===== src/rtl/hazard_scoreboard.sv =====
// Per-register countdown scoreboard producing stall/flush controls for the 5-stage pipeline.
// Optional build macro HZD_PERF_CNT_EN enables the saturating hazard stall-cycle counter.
module hazard_scoreboard #(
    parameter int NREG  = 32,
    parameter int AW    = $clog2(NREG),
    parameter int LAT_W = 3
) (
    input  logic             clk,
    input  logic             rst,
    input  logic             issue_valid,
    input  logic             issue_wr,
    input  logic [AW-1:0]    issue_rd,
    input  logic [LAT_W-1:0] issue_lat,
    input  logic [AW-1:0]    rs_d,
    input  logic [AW-1:0]    rt_d,
    input  logic             rs_use,
    input  logic             rt_use,
    input  logic             early_d,
    input  logic             mdu_ready_e,
    input  logic             except_m,
    output logic             stall_f,
    output logic             stall_d,
    output logic             stall_e,
    output logic             flush_d,
    output logic             flush_e,
    output logic             flush_m,
    output logic             flush_w,
    output logic [NREG-1:0]  pending,
    output logic [31:0]      perf_stall_cnt
);

    logic [LAT_W-1:0] cnt [NREG];
    logic             issueWrite;
    logic             exFrozen;
    logic [LAT_W-1:0] issueLatEff;
    logic [LAT_W-1:0] useThresh;
    logic             rsHazard;
    logic             rtHazard;
    logic             hazard;

    // A zero latency is illegal on the issue port and is promoted to the ALU latency.
    function automatic logic [LAT_W-1:0] sanitizeLat(input logic [LAT_W-1:0] lat);
        return (lat == '0) ? LAT_W'(1) : lat;
    endfunction

    assign issueWrite  = issue_valid && issue_wr && (issue_rd != '0);
    assign exFrozen    = !mdu_ready_e;
    assign issueLatEff = sanitizeLat(issue_lat);

    always_ff @(posedge clk) begin
        cnt[0] <= '0;
        for (int r = 1; r < NREG; r++) begin
            if (rst || except_m) begin
                cnt[r] <= '0;
            end else if (issueWrite && (issue_rd == AW'(r))) begin
                cnt[r] <= issueLatEff;
            end else if (!exFrozen && (cnt[r] != '0)) begin
                cnt[r] <= cnt[r] - LAT_W'(1);
            end
        end
    end

    always_comb begin
        pending = '0;
        for (int r = 0; r < NREG; r++) begin
            pending[r] = (cnt[r] != '0);
        end
    end

    // Normal consumers read in EX a cycle later, so a count of 1 is already forwardable.
    assign useThresh = early_d ? '0 : LAT_W'(1);
    assign rsHazard  = rs_use && (rs_d != '0) && (cnt[rs_d] > useThresh);
    assign rtHazard  = rt_use && (rt_d != '0) && (cnt[rt_d] > useThresh);
    assign hazard    = rsHazard || rtHazard;

    always_comb begin
        stall_f = 1'b0;
        stall_d = 1'b0;
        stall_e = 1'b0;
        flush_d = 1'b0;
        flush_e = 1'b0;
        flush_m = 1'b0;
        flush_w = 1'b0;
        if (!rst) begin
            stall_f = !except_m && (hazard || exFrozen);
            stall_d = !except_m && (hazard || exFrozen);
            stall_e = exFrozen;
            flush_e = except_m || (hazard && !exFrozen);
            flush_d = except_m;
            flush_m = except_m;
            flush_w = except_m;
        end
    end

`ifdef HZD_PERF_CNT_EN
    logic [31:0] perfCnt;

    always_ff @(posedge clk) begin
        if (rst) begin
            perfCnt <= '0;
        end else if (hazard && !except_m && (perfCnt != 32'hFFFF_FFFF)) begin
            perfCnt <= perfCnt + 32'd1;
        end
    end

    assign perf_stall_cnt = perfCnt;
`else
    assign perf_stall_cnt = '0;
`endif

endmodule


===== config.mk =====
export PLATFORM = sky130hd
export DESIGN_NAME = hazard_scoreboard
export DESIGN_NICKNAME = d
export VERILOG_FILES = /design/src/rtl/hazard_scoreboard.sv
export SDC_FILE = /design/constraint.sdc
export NUM_CORES = 1
export LEC_CHECK = 0
export CAP_MARGIN = 30
export CELL_PAD_IN_SITES_DETAIL_PLACEMENT = 1
export CELL_PAD_IN_SITES_GLOBAL_PLACEMENT = 2
export CORE_MARGIN = 2
export CORE_UTILIZATION = 37
export DETAILED_ROUTE_END_ITERATION = 12
export DONT_BUFFER_PORTS = 1
export PLACE_DENSITY = 0.8
export SLEW_MARGIN = 25
export SYNTH_ARGS = -nofsm -noshare
export SYNTH_HDL_FRONTEND = slang
export SYNTH_SLANG_ARGS = --single-unit
export TNS_END_PERCENT = 10

===== constraint.sdc =====
create_clock -name clk -period 3 [get_ports clk]
set_clock_uncertainty 0.05 [all_clocks]
set_input_delay 0.3 -clock clk [delete_from_list [all_inputs] [get_ports clk]]
set_output_delay 0.3 -clock clk [all_outputs]
set_load 0.03 [all_outputs]

Word-level counts from Yosys, hierarchy flattened. Memory sizes are Yosys's and may differ from the RTL's. Cells that the tools add are included.

Register bits after elaboration: 0. Bits in writable memories: 96. Input bits: 27. Output and inout bits: 71. Memories kept: 1.

Memory list: cnt (words 32, width 3, rd ports 34, clocked after memory_dff 0, write ports 32, line 32) `logic [LAT_W-1:0] cnt [NREG];`.

$add $sub $neg: 31. Magnitude comparators: 2. Equality and inequality tests: 31. Mux-type cells: 287. Bitwise operators: 62. Reduce and logical (&&, ||, !) cells: 112.

Operators with widths (number): $mux 1 (224); $mux 3 (63); $reduce_bool 3->1 (32); $sub 3x1->3 const B (31); $eq 5x5->1 const B (16); $logic_and 1x1->1 (70); $or 1x1->1 (62); $eq 5x4->1 const B (8); $eq 5x3->1 const B (4); $reduce_bool 5->1 (3); $eq 5x2->1 const B (2); $gt 3x1->1 (2); $eq 5x1->1 const B (1); $logic_or 1x1->1 (4); $logic_not 3->1 (1); $logic_not 1->1 (2).

Depth between registers and ports, before layout. Gate-level depths: netlist of the first run.

Depth after elaboration: 8. Depth in mapped cells: 15. Gate-level depth less buffers: 12.

Worst setup path after synthesis of the first run. No wires, ideal clock.

Path kind: input to output. From: in rs_d[1]. To: out stall_f. Arrival: 3.234 ns. Slack: -0.584 ns. Stages: 12. Path buffers: 3. Path through: buf_6 buf_2 mux4_2 mux4_2 mux2i_1 ha_1 o221ai_1 o211ai_1 nand4bb_1 a2111oi_2 a21oi_1 buf_4.

Word-level cells in the longest chain between the ends: 7. Elaborated cells between the ends (all ways): 9. Those cells by class: 1 x order compare; 1 x mux; 6 x reduce/logical; 1 x memory.

Ends and longest elaborated chain: start: declaration (line 14) `input logic [AW-1:0] rs_d,`; $mem_v2 32x3 / $reduce_bool 5->1 (equally long branches); $gt 3x1->1 / $logic_and 1x1->1 (equally long branches) (line 72) `assign rsHazard = rs_use && (rs_d != '0) && (cnt[rs_d] > useThresh);`; $logic_and 1x1->1 (*) (line 72); $logic_or 1x1->1 (*) (line 74) `assign hazard = rsHazard || rtHazard;`; $logic_or 1x1->1 (*); $logic_and 1x1->1 (*); $mux 1 (*); end: declaration (line 21) `output logic stall_f,`.

Every way passes the cells marked *; elsewhere a longest branch is shown, timed or not.

==> results of run 1 <==
-- per-stage QoR --
stage                     setup TNS (ps)  setup WS [ps]  std cells
final                              -1970           -661       1138
after global routing               -2260           -754       1138
after CTS                          -1960           -656       1136
after detailed placement           -1080           -365       1117
after global placement              -775           -262       1117
after floorplan                     -415           -199        879
-- metal layers --
layer  track usage [%]  up-vias  wire [um]
li1                  -     3014          -
met1              29.0     3154      10900
met2              37.8      157      11600
met3              4.45       21       1450
met4              6.75        0        403
met5                 0        -          0
-- final timing paths --
path | slack, ps | end
worst min register to register | 610 | cnt[1][0]$_DFFE_PP_
worst max register to register | 880 | cnt[29][2]$_DFFE_PP_
worst min-delay path | 80 | cnt[9][2]$_DFFE_PP_
worst max-delay path | -660 | stall_f
-- cell usage in the layout, fill, tap and decap left out, types with 4 or more instances in the layout --
master / n
edfxtp_1: 93
o211ai_1: 24
a211oi_1: 5
nor2b_1: 7
o22ai_1: 13
mux4_2: 21
buf_4: 45
xnor2_1: 19
mux2i_1: 15
nand3_1: 18
ha_1: 64
nand3b_1: 8
a21oi_1: 22
conb_1: 33
inv_1: 69
clkbuf_16: 9
a2111oi_0: 6
nor2_1: 65
o31ai_1: 53
nand2_1: 111
nor3_1: 30
o21ai_0: 42
nand2b_1: 38
and2_1: 4
-- critical path: cells and delay by family (launching register included) --
kind | cells | cell delay (ps)
multiplexers | 3 | 1200
AND/OR/NAND/NOR | 2 | 270
flip-flops | 1 | 420
buffers and inverters | 2 | 390
AO/OA/AOI/OAI | 4 | 480
adder cells (fa/ha/maj) | 1 | 170
-- area by class of cell --
| type | count | area, sq um |
|---|---|---|
| Clock buffer | 10 | 229 |
| Clock inverter | 6 | 101 |
| Fill cell | 2456 | 12400 |
| Inverter | 69 | 259 |
| Multi-Input combinational cell | 638 | 4450 |
| Sequential cell | 93 | 2790 |
| Tap cell | 275 | 344 |
| Timing Repair Buffer | 47 | 369 |
-- power breakdown --
part | leakage, uW | internal, uW | switching [uW]
clock | 0.000159 | 808 | 527
combinational | 0.00199 | 360 | 658
sequential | 0.00105 | 1540 | 85.2
total | 0.00319 | 2710 | 1270
-- kinds of logic (layout without fill, tap and decap cells) --
family,Yosys count,in the layout,share of synthesized area [%]
flops,93,93,35.5
fa+ha+maj,64,64,10.2
simple gates,305,305,18.3
other cells,1,33,0.0476
buf+inv,148,132,9.70
mux,42,42,9.53
compound gates,175,175,14.7
xor+xnor,19,19,2.11
-- what timing repair did --
| item | CTS | global route |
|---|---|---|
| pin swaps | 2 | 0 |
| hold buffers | 0 | 0 |
| setup buffers | 3 | 1 |
| setup endpoints to repair | 3 | 3 |
==> results.sh, run 1 <==
export IMPL_clock_sinks=93
export IMPL_final_core_util_pct=40.8
export IMPL_io_pins=98
export IMPL_ys_seq_elements=93
export IMPL_yosys_top_cells_area="edfxtp_1 (35%), ha_1 (10%), nand2_1 (5.3%)"
export IMPL_start_util_pct=37.6
export IMPL_finalSetupViolations=3
export IMPL_violations="negative setup slack"
export IMPL_finalInstanceArea_sq_um=8550
export IMPL_dieHeight_um=150
export IMPL_r2r_start="cnt[29][0]$_DFFE_PP_"
export IMPL_ctsRootBufferMaster="clkbuf_16"
export IMPL_path_common_cell="mux4_2"
export IMPL_period_needed_ps=3660
export IMPL_drv_cap=0
export IMPL_grt_antenna_before_repair=0
export IMPL_drive_above_1_share_pct=10.5
export IMPL_overflow=0
export IMPL_drcViolationCount=0
export IMPL_yosysWarnings=0
export IMPL_num_rows=53
export IMPL_core_area_sq_um=21000
export IMPL_wirelength_mm=24.4
export IMPL_n_antenna_cell=0
export IMPL_worst_skew_pair_late_latency_ps=360
export IMPL_die_area_sq_um=22500
export IMPL_viasPerCell=5.58
export IMPL_timing_fmax_mhz=273
export IMPL_largest_reg_flops=93
export IMPL_place_hpwl_mm=18.4
export IMPL_mappedNetlistArea_sq_um=7880
export IMPL_cts_resized_gates=0
export IMPL_cts_clk_slew_worst_paths_ps=70
export IMPL_yosysSeqAreaShare_pct=35.5
export IMPL_min_from="issue_lat[2]"
export IMPL_relSlewSlack_pct=48.9
export IMPL_powerDensity_nw_per_um2=466
export IMPL_hold_depth=2
export IMPL_cts_max_level=3
export IMPL_status="complete, but fails checks"
export IMPL_reg_top3="cnt (93)"
export IMPL_synthArstFlopShare_pct=0
export IMPL_syn_avg_cell_area_sq_um=9.30
export IMPL_die_w_um=150
export IMPL_nNetsFinal=949
export IMPL_synth_most_common_cell="nand2_1"
export IMPL_crit_path_start="cnt[31][0]$_DFFE_PP_"
export IMPL_final_period_utilization_pct=122
export IMPL_grt_pass1_vias=6613
export IMPL_firstDrtPassIters=5
export IMPL_cp_required_ps=2650
export IMPL_layout_setup_ws_ps=-661
export IMPL_num_vias=6346
export IMPL_slew_violations=0
export IMPL_cts_tree="done"
export IMPL_yosys_area_top_type_share_pct=35.5
export IMPL_r2r_cells=8
export IMPL_drtIter0Drc=381
export IMPL_path_cells="mux4_2 > mux4_2 > mux2i_1 > ha_1 > nor2_1 > o211ai_1 > o31ai_1 > nand4bb_1 > a2111oi_4 > buf_4 > a21oi_4 > buf_12"
export IMPL_ys_flop_type="edfxtp_1"
export IMPL_tightest_slew_ps=764
export IMPL_hold_ws_ps=82.2
export IMPL_irDropWorstVdd_mv=0.284
export IMPL_clock_path_buffers=2
export IMPL_crit_path_top_delay_cell="mux4_2"
export IMPL_hold_viol=0
export IMPL_slowest_delay_ps=520
export IMPL_cts_buffers_inserted=9
export IMPL_cp_end_kind="output port"
export IMPL_area_delta_synth_final_pct=8.53
export IMPL_rsz0062_at_grt="yes"
export IMPL_grt_max_degree=33
export IMPL_synth_edff_count=93
export IMPL_antenna_left=0
export IMPL_worstPathArrival_ps=3310
export IMPL_wl_per_cell_um=21.4
export IMPL_grt_pass1_wl_mm=38.2
export IMPL_netlist_top_cells_count="nand2_1 (111), edfxtp_1 (93), inv_1 (69), nor2_1 (66), ha_1 (64)"
export IMPL_synthCells=847
export IMPL_worstPathMaxFanout=3
export IMPL_p_total_uw=3980
export IMPL_grt_use_total_pct=22.4
export IMPL_place_area_sq_um=8180
export IMPL_synth_area_leader_cell="edfxtp_1"
export IMPL_hold_class="in -> reg"
export IMPL_start_kind="flop"
export IMPL_routabilityCongestion=0.816
export IMPL_critical_path_class="reg -> out"
export IMPL_regMostFlops="cnt"
export IMPL_port_buffers=0
export IMPL_synth_cell_types=51
export IMPL_p_leak_uw=0.00319
Power figures use the tool's default switching activity.
==> run 2: changes to the inputs <==
- CORE_UTILIZATION: 37 -> 41
- PLACE_DENSITY: 0.8 -> 0.84
- clock period: 3 -> 3.9 ns (I/O delays scaled with it)
==> run 2 against run 1 <==
Against the previous run: total power down 30%; register-to-register slack better by 1100 ps; sequential power down 23%; core utilization up 2.5 points; hold slack better by 94 ps; non-clock buffer count down 39; sequential share of layout area up 1.7 points; highest routed layer unchanged; the flow now finishes without violations; first-iteration DRC count up 14%; critical path depth down 3; clock-buffer cell count up 3; setup slack better by 750 ps.
==> results.sh, run 2 (same netlist as run 1, synthesis figures left out) <==
export IMPL_place_area_sq_um=7870
export IMPL_clock_path_buffers=2
export IMPL_relSlewSlack_pct=33.6
export IMPL_drtIter0Drc=435
export IMPL_start_util_pct=42.0
export IMPL_area_delta_synth_final_pct=3.24
export IMPL_n_antenna_cell=0
export IMPL_clock_sinks=93
export IMPL_worst_skew_pair_late_latency_ps=360
export IMPL_firstDrtPassIters=4
export IMPL_core_area_sq_um=18800
export IMPL_drv_cap=0
export IMPL_multi_input_area_sq_um=4460
export IMPL_worstPathMaxFanout=4
export IMPL_grt_pass1_wl_mm=37.4
export IMPL_finalSetupViolations=0
export IMPL_grt_use_total_pct=24.2
export IMPL_num_vias=6346
export IMPL_cts_tree="done"
export IMPL_overflow=0
export IMPL_p_total_uw=2810
export IMPL_critical_path_class="reg -> out"
export IMPL_dieHeight_um=143
export IMPL_rrSetupSlack_ps=1970
export IMPL_seq_area_sq_um=2790
export IMPL_grt_antenna_before_repair=0
export IMPL_final_common_cell="nand2_1"
export IMPL_reg_top3="cnt (93)"
export IMPL_hold_viol=0
export IMPL_nNetsFinal=910
export IMPL_worstPathArrival_ps=3370
export IMPL_layout_setup_ws_ps=93.5
export IMPL_place_hpwl_mm=18.1
export IMPL_crit_end="flush_e"
export IMPL_irDropWorstVdd_mv=0.217
export IMPL_ctsHoldBuffers=0
export IMPL_min_from="issue_lat[2]"
export IMPL_grt_pass1_vias=6615
export IMPL_drive_above_1_share_pct=5.70
export IMPL_cp_end_kind="output port"
export IMPL_cts_buffers_inserted=9
export IMPL_cts_clk_slew_worst_paths_ps=70
export IMPL_timing_fmax_mhz=263
export IMPL_largest_reg_flops=93
export IMPL_nFillCells=2147
export IMPL_cts_max_level=3
export IMPL_routabilityCongestion=0.883
export IMPL_die_w_um=143
export IMPL_powerDensity_nw_per_um2=345
export IMPL_die_area_sq_um=20300
export IMPL_cp_required_ps=3460
export IMPL_num_rows=50
export IMPL_wl_per_cell_um=22.7
export IMPL_post_place_ws_ps=378
export IMPL_ctsRootBufferMaster="clkbuf_16"
export IMPL_period_needed_ps=3810
export IMPL_regMostFlops="cnt"
export IMPL_status="completed"
export IMPL_final_period_utilization_pct=97.6
export IMPL_final_cell_mix="nand2_1 (111), edfxtp_1 (93), inv_1 (69)"
export IMPL_p_leak_uw=0.00297
export IMPL_io_pins=98
export IMPL_r2r_end="cnt[14][1]$_DFFE_PP_"
export IMPL_antenna_left=0
export IMPL_r2r_start="cnt[14][0]$_DFFE_PP_"
export IMPL_rsz0062_at_grt="yes"
export IMPL_hold_class="in -> reg"
export IMPL_port_buffers=0
export IMPL_finalInstanceArea_sq_um=8130
export IMPL_tightest_slew_ps=996
export IMPL_start_kind="flop"
export IMPL_drcViolationCount=0
export IMPL_slew_violations=0
export IMPL_crit_path_start="cnt[31][0]$_DFFE_PP_"
export IMPL_wirelength_mm=24.1
export IMPL_grt_max_degree=33
export IMPL_viasPerCell=6.00
export IMPL_r2r_cells=5
==> run 2: cell types whose count changed in the layout (fill, tap and decap cells not counted), moves of 2 or more <==
cell / before / now
buf_4: 45 / 5
bufinv_16: 3 / 0
clkbuf_1: 1 / 4
mux4_1: 3 / 6
mux4_2: 21 / 18
buf_8: 0 / 2
==> run 2: worst max-delay path: stages (launching register included) <==
cell	delay (ps)
edfxtp_1	440
mux4_2	530
mux4_2	500
mux2i_1	160
ha_1	260
o221ai_1	210
o211ai_1	130
nand4bb_1	170
a2111oi_4	70
o21bai_1	540
==> run 2: metal layers <==
metal / vias to the layer above / track usage [%] / routed length [um]
met5: - / 0 / 0
met4: 0 / 6.41 / 435
met3: 28 / 5.87 / 1630
met2: 177 / 41.3 / 11800
met1: 3198 / 30.7 / 10200
li1: 2943 / - / -
==> run 2: worst min path at each step <==
stage	depth (start not counted)	endpoint	slack, ps
floorplan	2	cnt[14][1]$_DFFE_PP_	530
global placement	2	cnt[15][1]$_DFFE_PP_	530
detailed placement	2	cnt[8][2]$_DFFE_PP_	550
CTS	2	cnt[8][2]$_DFFE_PP_	170
global route	2	cnt[12][2]$_DFFE_PP_	180
finish	2	cnt[11][2]$_DFFE_PP_	180
==> run 2: report_power, final <==
part / internal (uW) / switching [uW]
Sequential: 1190 / 73.5
Clock: 429 / 391
Combinational: 237 / 486
Total: 1860 / 951
==> run 2: stage by stage <==
stage                     TNS (ps)  cells  util, %  hold WS (ps)
final                            0   1058     43.3           176
after global routing         -6.41   1058     43.3           181
after CTS                        0   1058     43.3           174
after detailed placement         0   1042     41.9           546
after global placement           0   1040     41.7           532
after floorplan                  0    879        -           527
==> run 2: final cells by class <==
cell class,count,share of cell area [%]
flip-flops and latches,93,34.3
repair buffers,8,0.969
clock inverters,3,0.154
clock buffers,13,2.95
inverters,69,3.18
multi-input cells,638,54.8
well taps,234,3.60
==> run 2: what timing repair did <==
item                                    CTS  global route
pin swaps                                 0             0
setup buffers                             0             0
endpoints found under the hold margin     0             0
gates resized for setup                   1             2
endpoints found under the setup margin    2             3
